## src/rtl/alu_issue_stage_pkg.sv

```systemverilog
// Shared definitions for the ALU issue stage: opcodes, FSM encodings,
// command payload layout and the illegal-opcode test.
package alu_issue_stage_pkg;

   localparam int unsigned DATA_W = 32;
   localparam int unsigned OP_W   = 4;

   localparam logic [OP_W-1:0] OP_NOT = 4'b0000;
   localparam logic [OP_W-1:0] OP_AND = 4'b0001;
   localparam logic [OP_W-1:0] OP_XOR = 4'b0010;
   localparam logic [OP_W-1:0] OP_OR  = 4'b0011;
   localparam logic [OP_W-1:0] OP_DEC = 4'b0100;
   localparam logic [OP_W-1:0] OP_ADD = 4'b0101;
   localparam logic [OP_W-1:0] OP_SUB = 4'b0110;
   localparam logic [OP_W-1:0] OP_INC = 4'b0111;

   localparam logic [1:0] S_IDLE = 2'd0;
   localparam logic [1:0] S_EXEC = 2'd1;
   localparam logic [1:0] S_RESP = 2'd2;

   // 69-bit command payload; the repeat count travels alongside it
   typedef struct packed {
      logic [OP_W-1:0]   op;
      logic [DATA_W-1:0] a;
      logic [DATA_W-1:0] b;
      logic              use_acc;
   } cmd_payload_t;

   // Any opcode with the top bit set is illegal
   function automatic logic op_illegal(input logic [OP_W-1:0] op);
      return op[OP_W-1];
   endfunction

endpackage

```

## src/rtl/alu_issue_stage_cmd_fifo2.sv

```systemverilog
// Two-entry synchronous command FIFO (payload + repeat count).
// Ports: i_push/i_push_data/i_push_rpt write side; i_pop read side;
//        o_head_c/o_head_rpt_c head entry (valid when !o_empty_c);
//        o_full_c/o_empty_c occupancy flags.
module alu_issue_stage_cmd_fifo2
   import alu_issue_stage_pkg::*;
#(
   parameter int unsigned DEPTH = 2,
   parameter int unsigned CNT_W = 8
) (
   input  logic               clk,
   input  logic               rst_n,
   input  logic               i_push,
   input  cmd_payload_t       i_push_data,
   input  logic [CNT_W-1:0]   i_push_rpt,
   input  logic               i_pop,
   output cmd_payload_t       o_head_c,
   output logic [CNT_W-1:0]   o_head_rpt_c,
   output logic               o_full_c,
   output logic               o_empty_c
);

   localparam logic [1:0] FULL_CNT = 2'(DEPTH);

   cmd_payload_t       r_data [2];
   logic [CNT_W-1:0]   r_rpt  [2];
   logic               r_wr_ptr;
   logic               r_rd_ptr;
   logic [1:0]         r_count;
   logic               w_push;
   logic               w_pop;

   // A push while full is legal only when the head leaves in the same cycle
   assign w_pop  = i_pop & ~o_empty_c;
   assign w_push = i_push & (~o_full_c | w_pop);

   always_ff @(posedge clk or negedge rst_n) begin
      if (!rst_n) begin
         for (int i = 0; i < 2; i++) begin
            r_data[i] <= '0;
            r_rpt[i]  <= '0;
         end
         r_wr_ptr <= 1'b0;
         r_rd_ptr <= 1'b0;
         r_count  <= 2'd0;
      end else begin
         if (w_push) begin
            r_data[r_wr_ptr] <= i_push_data;
            r_rpt[r_wr_ptr]  <= i_push_rpt;
            r_wr_ptr         <= ~r_wr_ptr;
         end
         if (w_pop) begin
            r_rd_ptr <= ~r_rd_ptr;
         end
         case ({w_push, w_pop})
            2'b10:   r_count <= r_count + 2'd1;
            2'b01:   r_count <= r_count - 2'd1;
            default: r_count <= r_count;
         endcase
      end
   end

   assign o_head_c     = r_data[r_rd_ptr];
   assign o_head_rpt_c = r_rpt[r_rd_ptr];
   assign o_full_c     = (r_count == FULL_CNT);
   assign o_empty_c    = (r_count == 2'd0);

endmodule

```

## src/rtl/alu_issue_stage.sv

```systemverilog
// Command-issue stage in front of a combinational 32-bit ALU.
// Ports: cmd_* valid/ready command input (buffered in a 2-entry FIFO);
//        alu_* drive/sample the external ALU; rsp_* valid/ready response
//        output; acc architectural accumulator committed per legal command.
module alu_issue_stage
   import alu_issue_stage_pkg::*;
#(
   parameter int unsigned DEPTH = 2,
   parameter int unsigned CNT_W = 8
) (
   input  logic                clk,
   input  logic                rst_n,
   input  logic                cmd_valid,
   output logic                cmd_ready,
   input  logic [OP_W-1:0]     cmd_op,
   input  logic [DATA_W-1:0]   cmd_a,
   input  logic [DATA_W-1:0]   cmd_b,
   input  logic                cmd_use_acc,
   input  logic [CNT_W-1:0]    cmd_repeat,
   output logic [OP_W-1:0]     alu_op,
   output logic [DATA_W-1:0]   alu_a,
   output logic [DATA_W-1:0]   alu_b,
   input  logic [DATA_W-1:0]   alu_result,
   input  logic                alu_is0,
   output logic                rsp_valid,
   input  logic                rsp_ready,
   output logic [DATA_W-1:0]   rsp_result,
   output logic                rsp_is0,
   output logic                rsp_err,
   output logic [DATA_W-1:0]   acc
);

   logic [1:0]          r_state;
   logic [OP_W-1:0]     r_op;
   logic [DATA_W-1:0]   r_a;
   logic [DATA_W-1:0]   r_b;
   logic [CNT_W-1:0]    r_cnt;
   logic                r_err;
   logic                r_rsp_valid;
   logic [DATA_W-1:0]   r_rsp_result;
   logic                r_rsp_is0;
   logic                r_rsp_err;
   logic [DATA_W-1:0]   r_acc;

   logic [1:0]          w_nxt_state;
   logic                w_pop;
   logic                w_iter;
   logic                w_done_ok;
   logic                w_done_err;
   logic                w_full;
   logic                w_empty;
   logic                w_push;
   cmd_payload_t        w_push_data;
   cmd_payload_t        w_head;
   logic [CNT_W-1:0]    w_head_rpt;
   logic [DATA_W-1:0]   w_load_a;
   logic [CNT_W-1:0]    w_load_cnt;

   assign cmd_ready   = ~w_full;
   assign w_push      = cmd_valid & cmd_ready;
   assign w_push_data = '{op: cmd_op, a: cmd_a, b: cmd_b, use_acc: cmd_use_acc};

   alu_issue_stage_cmd_fifo2 #(
      .DEPTH (DEPTH),
      .CNT_W (CNT_W)
   ) u_fifo (
      .clk          (clk),
      .rst_n        (rst_n),
      .i_push       (w_push),
      .i_push_data  (w_push_data),
      .i_push_rpt   (cmd_repeat),
      .i_pop        (w_pop),
      .o_head_c     (w_head),
      .o_head_rpt_c (w_head_rpt),
      .o_full_c     (w_full),
      .o_empty_c    (w_empty)
   );

   // Operand a and iteration count captured at pop; acc already holds any
   // result committed on the previous edge, so back-to-back use_acc works
   assign w_load_a   = w_head.use_acc ? r_acc : w_head.a;
   assign w_load_cnt = (w_head_rpt == '0) ? CNT_W'(1) : w_head_rpt;

   // State register
   always_ff @(posedge clk or negedge rst_n) begin
      if (!rst_n) r_state <= S_IDLE;
      else        r_state <= w_nxt_state;
   end

   // Next state and control strobes
   always_comb begin
      w_nxt_state = r_state;
      w_pop       = 1'b0;
      w_iter      = 1'b0;
      w_done_ok   = 1'b0;
      w_done_err  = 1'b0;
      case (r_state)
         S_IDLE: begin
            if (!w_empty) begin
               w_pop       = 1'b1;
               w_nxt_state = S_EXEC;
            end
         end
         S_EXEC: begin
            if (r_err) begin
               w_done_err  = 1'b1;
               w_nxt_state = S_RESP;
            end else if (r_cnt > CNT_W'(1)) begin
               w_iter = 1'b1;
            end else begin
               w_done_ok   = 1'b1;
               w_nxt_state = S_RESP;
            end
         end
         S_RESP: begin
            if (rsp_ready) begin
               if (!w_empty) begin
                  w_pop       = 1'b1;
                  w_nxt_state = S_EXEC;
               end else begin
                  w_nxt_state = S_IDLE;
               end
            end
         end
         default: w_nxt_state = S_IDLE;
      endcase
   end

   // Working registers: load on pop, feed the result back while iterating
   always_ff @(posedge clk or negedge rst_n) begin
      if (!rst_n) begin
         r_op  <= '0;
         r_a   <= '0;
         r_b   <= '0;
         r_cnt <= '0;
         r_err <= 1'b0;
      end else if (w_pop) begin
         r_op  <= w_head.op;
         r_a   <= w_load_a;
         r_b   <= w_head.b;
         r_cnt <= w_load_cnt;
         r_err <= op_illegal(w_head.op);
      end else if (w_iter) begin
         r_a   <= alu_result;
         r_cnt <= r_cnt - CNT_W'(1);
      end
   end

   // Response and accumulator; fields only change when entering RESP
   always_ff @(posedge clk or negedge rst_n) begin
      if (!rst_n) begin
         r_rsp_valid  <= 1'b0;
         r_rsp_result <= '0;
         r_rsp_is0    <= 1'b0;
         r_rsp_err    <= 1'b0;
         r_acc        <= '0;
      end else begin
         r_rsp_valid <= (w_nxt_state == S_RESP);
         if (w_done_ok) begin
            r_rsp_result <= alu_result;
            r_rsp_is0    <= alu_is0;
            r_rsp_err    <= 1'b0;
            r_acc        <= alu_result;
         end else if (w_done_err) begin
            r_rsp_result <= '0;
            r_rsp_is0    <= 1'b0;
            r_rsp_err    <= 1'b1;
         end
      end
   end

   assign alu_op     = r_op;
   assign alu_a      = r_a;
   assign alu_b      = r_b;
   assign rsp_valid  = r_rsp_valid;
   assign rsp_result = r_rsp_result;
   assign rsp_is0    = r_rsp_is0;
   assign rsp_err    = r_rsp_err;
   assign acc        = r_acc;

endmodule

```

## config.mk

```make
export PLATFORM = sky130hd
export DESIGN_NAME = alu_issue_stage
export DESIGN_NICKNAME = d
export VERILOG_FILES = /design/src/rtl/alu_issue_stage_pkg.sv /design/src/rtl/alu_issue_stage_cmd_fifo2.sv /design/src/rtl/alu_issue_stage.sv
export SDC_FILE = /design/constraint.sdc
export NUM_CORES = 1
export LEC_CHECK = 0
export CAP_MARGIN = 5
export CORE_MARGIN = 2
export CORE_UTILIZATION = 47
export CTS_CLUSTER_SIZE = 24
export DETAILED_ROUTE_END_ITERATION = 16
export PLACE_DENSITY = 0.74
export SYNTH_ARGS = -nofsm -noshare
export SYNTH_HDL_FRONTEND = slang
export SYNTH_SLANG_ARGS = --single-unit
```

## constraint.sdc

```tcl
create_clock -name clk -period 3.11 [get_ports clk]
set_clock_uncertainty 0.2 [all_clocks]
set_input_delay 0.4665 -clock clk [delete_from_list [all_inputs] [get_ports clk]]
set_output_delay 0.4665 -clock clk [all_outputs]
set_load 0.02 [all_outputs]
```

==> results list <==
- Std-Cell Core Area: 26,800 sq um
* Number of placement rows: 60
- Switching part of the total: 35.4%
* Ratio of final minimum period to clock period: 79.9%
- Post-synthesis sequential area ratio: 59.6%
- Clock Power Share: 20.7%
- The floorplan step defined a die boundary enclosing 28,400 sq um.
* Sequential Power Share: 36.3%
- Number of synthesized register bits: 303
* Quantity of gates resized following cts: 0
- Commonest register cell after synthesis: dfrtp_1
- Total nets after synthesis: 1,057
- A synthesized cell averages 13.5 sq um.
- Max Cap Viol: 0
- For this configuration, the core starts out at a cell density of 47.5%.
- Sum Neg Setup Slack: 0 ns
* Fraction of final layout cells sized beyond drive strength 1: 21.4%
- Commonest non-fill, non-tap cell in the layout: dfrtp_1
- Total global routing track utilization: 21.2%
- Leakage Power: 7.32 nW
* Worst IR drop on VDD: 0.568 mV
- Using the TritonRoute via totals, the vias-per-cell ratio works out to 5.47.
- Vias in the first global route: 8,840
* Count of antenna-violating nets left after detailed routing: 0
- For this block, the routed nets add up to 29.8 mm of wire.
* Insertion delay to the later sink of the worst-skew pair: 0.50 ns
* Worst R2R Start: alu_op[3]$_DFFE_PN0N_
* Setup CP Type: reg2out
* CTS Buffer Depth: 3
- Counting cells, the worst reg-to-reg path comes to 4.
- Type of origin of the critical path: register
- Yosys warning total: 0
- After the first detailed-routing iteration, the DRC count stood at 453.
- For this design the total switching power over the nets is 6.79 mW.
- Clock tree synthesis found a total of 303 sinks.
* Flip-flop and latch area: 7590 sq um
- Final weighted congestion of routability-driven global placement: 0.815
- The H-tree was split into 2 levels.
- Maximum frequency from static timing analysis: 403 MHz
* Maximum number of pins on one net before global-route repair: 85
- Of all flip-flops after synthesis, the portion carrying an async set or reset was 100%.
- The path with the worst hold slack has its endpoint at alu_b[3]$_DFFE_PN0N_.
- The mapped netlist covers 12,700 sq um.
- Routed length per instance: 19.1 um
- The flow ran to the end, and the final reports show no timing, DRC or antenna violations.
- Placement Cell Area: 15,700 sq um
* Area added between synthesis and finish: 32.2%
- Count of fill cells added during filler insertion: 2,066
- Reg-to-reg setup timing slack: 0.69 ns
- Total overflow reported by the global router: 0
* Vias post-DR: 8,507
- In the routed design, unresolved DRC markers number 0.
- The die is 169 um wide.
- The final max-slew violation count came to 0.
- Counting flops with a built-in enable in the synthesized netlist gives 0.
- Least-Margin Pin Slew: 0.844 ns
- Along the worst hold path, the cell count comes to 2.
- The number of different library cells used by synthesis comes to 44.
- Root buf cell: clkbuf_16
- The path class of the tightest hold or removal check is reg2reg.
- Min Clock Period, post-route: 2.48 ns
- Setup repair after global routing left no endpoint under its margin.
- Synthesis produced 940 cells.
- Drt first pass iters: 4
* Headroom to the max-slew limit: 42.5%
- TritonCTS built the clock tree.
- Detailed placement HPWL: 20.3 mm
- In the layout the commonest cells are 302 x dfrtp_1, 248 x clkdlybuf4s50_1, 171 x mux2_2, 105 x mux2i_1, 74 x nand2_1.
- Number of antenna violations at the first check in global routing: 3
* Maximum fanout along the worst path: 4
- The first global-routing pass estimated 48.1 mm of wire.
- Number of buffers inserted by post-CTS setup repair: 0
* Logic gate share of total power: 43.1%
- Data on the critical path is required at its endpoint by 2.44 ns.
- STA classifies the critical path endpoint as an output port.
- Endpoints failing setup: 0
- At the end of the flow, the number of nets in the layout was 1,308.
- Register clock-pin slew on the reported worst setup and hold paths: 0.06 ns
- Internal power summed over all cells: 12.4 mW
- Pwr dens: 1140 nW/um^2
* Port Buf Inserts: 249
- The startpoint identified for the worst hold timing path is alu_b[3]$_DFFE_PN0N_.
* Die height: 169 um
- Boundary Pins: 250
- In this run the critical register-to-register path is captured at acc[29]$_DFFE_PN0N_.
- The number of clock buffers added by TritonCTS is 34.
- Data arrival at the endpoint of the critical path: 1.82 ns
* Footprint of the multi-input gates: 4860 sq um
- The count of endpoints failing hold in the final timing report came to 0.
- After routing the design area is 16,800 sq um.
[cell usage after synthesis, types with 2 or more instances]
master | instances | area share (%)
clkbuf_1 | 26 | 0.77
dfrtp_1 | 303 | 60
a32oi_1 | 2 | 0.14
buf_2 | 20 | 0.79
ha_1 | 3 | 0.29
nor2_1 | 9 | 0.27
inv_1 | 4 | 0.12
a21o_1 | 2 | 0.12
a22o_1 | 34 | 2.3
mux2_1 | 17 | 1.5
o21ai_0 | 72 | 2.8
mux2_2 | 171 | 15
buf_4 | 8 | 0.47
or3_1 | 3 | 0.15
and3_1 | 2 | 0.098
nand2_1 | 74 | 2.2
nor4_1 | 2 | 0.098
mux2i_1 | 106 | 8.3
xnor2_1 | 5 | 0.34
a21oi_1 | 2 | 0.079
o211ai_1 | 34 | 2.0
a221oi_1 | 2 | 0.14
buf_1 | 5 | 0.15
nor3_1 | 5 | 0.20
nand2b_1 | 2 | 0.098
o22ai_1 | 2 | 0.098
buf_6 | 3 | 0.27
nand3_1 | 5 | 0.20
nor2b_1 | 2 | 0.098
[stage by stage]
step,power (mW),setup slack [ns],util [%],hold slack (ns),std cells
3_3_place_gp,15.1,0.618,58.6,0.260,1495
5_1_grt,20.3,0.550,62.8,0.309,1554
2_1_floorplan,12.1,0.939,-,-0.0291,940
4_1_cts,19.4,0.603,62.8,0.283,1554
3_5_place_dp,15.4,0.542,58.6,0.270,1495
6_report,19.2,0.626,62.8,0.278,1556
[worst max-delay path, cell delays in order, from the launching register on]
cell and delay [ns]:
dfrtp_1 0.41, nand2b_1 0.23, clkdlybuf4s50_1 0.69
[layout make-up]
cell class | count | area share [%]
sequential | 303 | 45.1
inverter | 5 | 0.112
antenna | 2 | 0.0297
timing repair buffer | 277 | 16.8
clock inverter | 5 | 0.335
clock buffer | 53 | 6.28
tap | 341 | 2.54
multi-input combinational | 570 | 28.9
[worst max-delay path by stage]
stage               depth (start not counted)  slack, ns                     startpoint                            end
floorplan                                   8       0.94           r_state[1]$_DFF_PN0_  u_fifo.r_count[1]$_DFFE_PN0P_
global placement                            7       0.62                      rsp_ready  u_fifo.r_count[1]$_DFFE_PN0P_
detailed placement                          7       0.54                      rsp_ready          alu_a[11]$_DFFE_PN0P_
CTS                                         2       0.60  u_fifo.r_count[0]$_DFFE_PN0P_                      cmd_ready
global route                                2       0.55  u_fifo.r_count[0]$_DFFE_PN0P_                      cmd_ready
finish                                      2       0.63  u_fifo.r_count[0]$_DFFE_PN0P_                      cmd_ready
[per-layer routing]
layer | up-vias | part of all wire [%] | routed length [um] | track usage [%]
li1 | 3910 | - | - | -
met1 | 4296 | 44 | 13000 | 28.0
met2 | 250 | 47 | 13900 | 34.1
met3 | 49 | 7.1 | 2130 | 6.15
met4 | 2 | 2.5 | 759 | 6.37
met5 | - | 0.044 | 13 | 0
[power groups by stage]
stage | Sequential (mW) | Combinational, mW | Clock, mW
after floorplan | 7.58 | 4.52 | 0
after global placement | 6.92 | 8.14 | 0
after detailed placement | 7.00 | 8.36 | 0
after CTS | 6.95 | 8.39 | 4.05
after global routing | 7.19 | 8.96 | 4.21
final | 6.95 | 8.26 | 3.97
[kinds of logic after synthesis]
family | share of synthesized area (%)
simple gates | 3.87
mux | 25.0
compound gates | 8.31
xor+xnor | 0.413
buf+inv | 2.58
flops | 59.6
fa+ha+maj | 0.295
[what timing repair did]
action | CTS | global route
endpoints found under the hold margin | 77 | 0
hold buffers | 1 | 0
setup endpoints to repair | 0 | 0
[registers in the layout, summed over array words and instances (netlist names), 2 cells and up]
signal	count
alu_a	32
r_state	2
u_fifo.r_data	138
alu_b	32
u_fifo.r_count	2
r_cnt	8
acc	32
rsp_result	32
alu_op	4
u_fifo.r_rpt	16
Power figures use the tool's default switching activity.
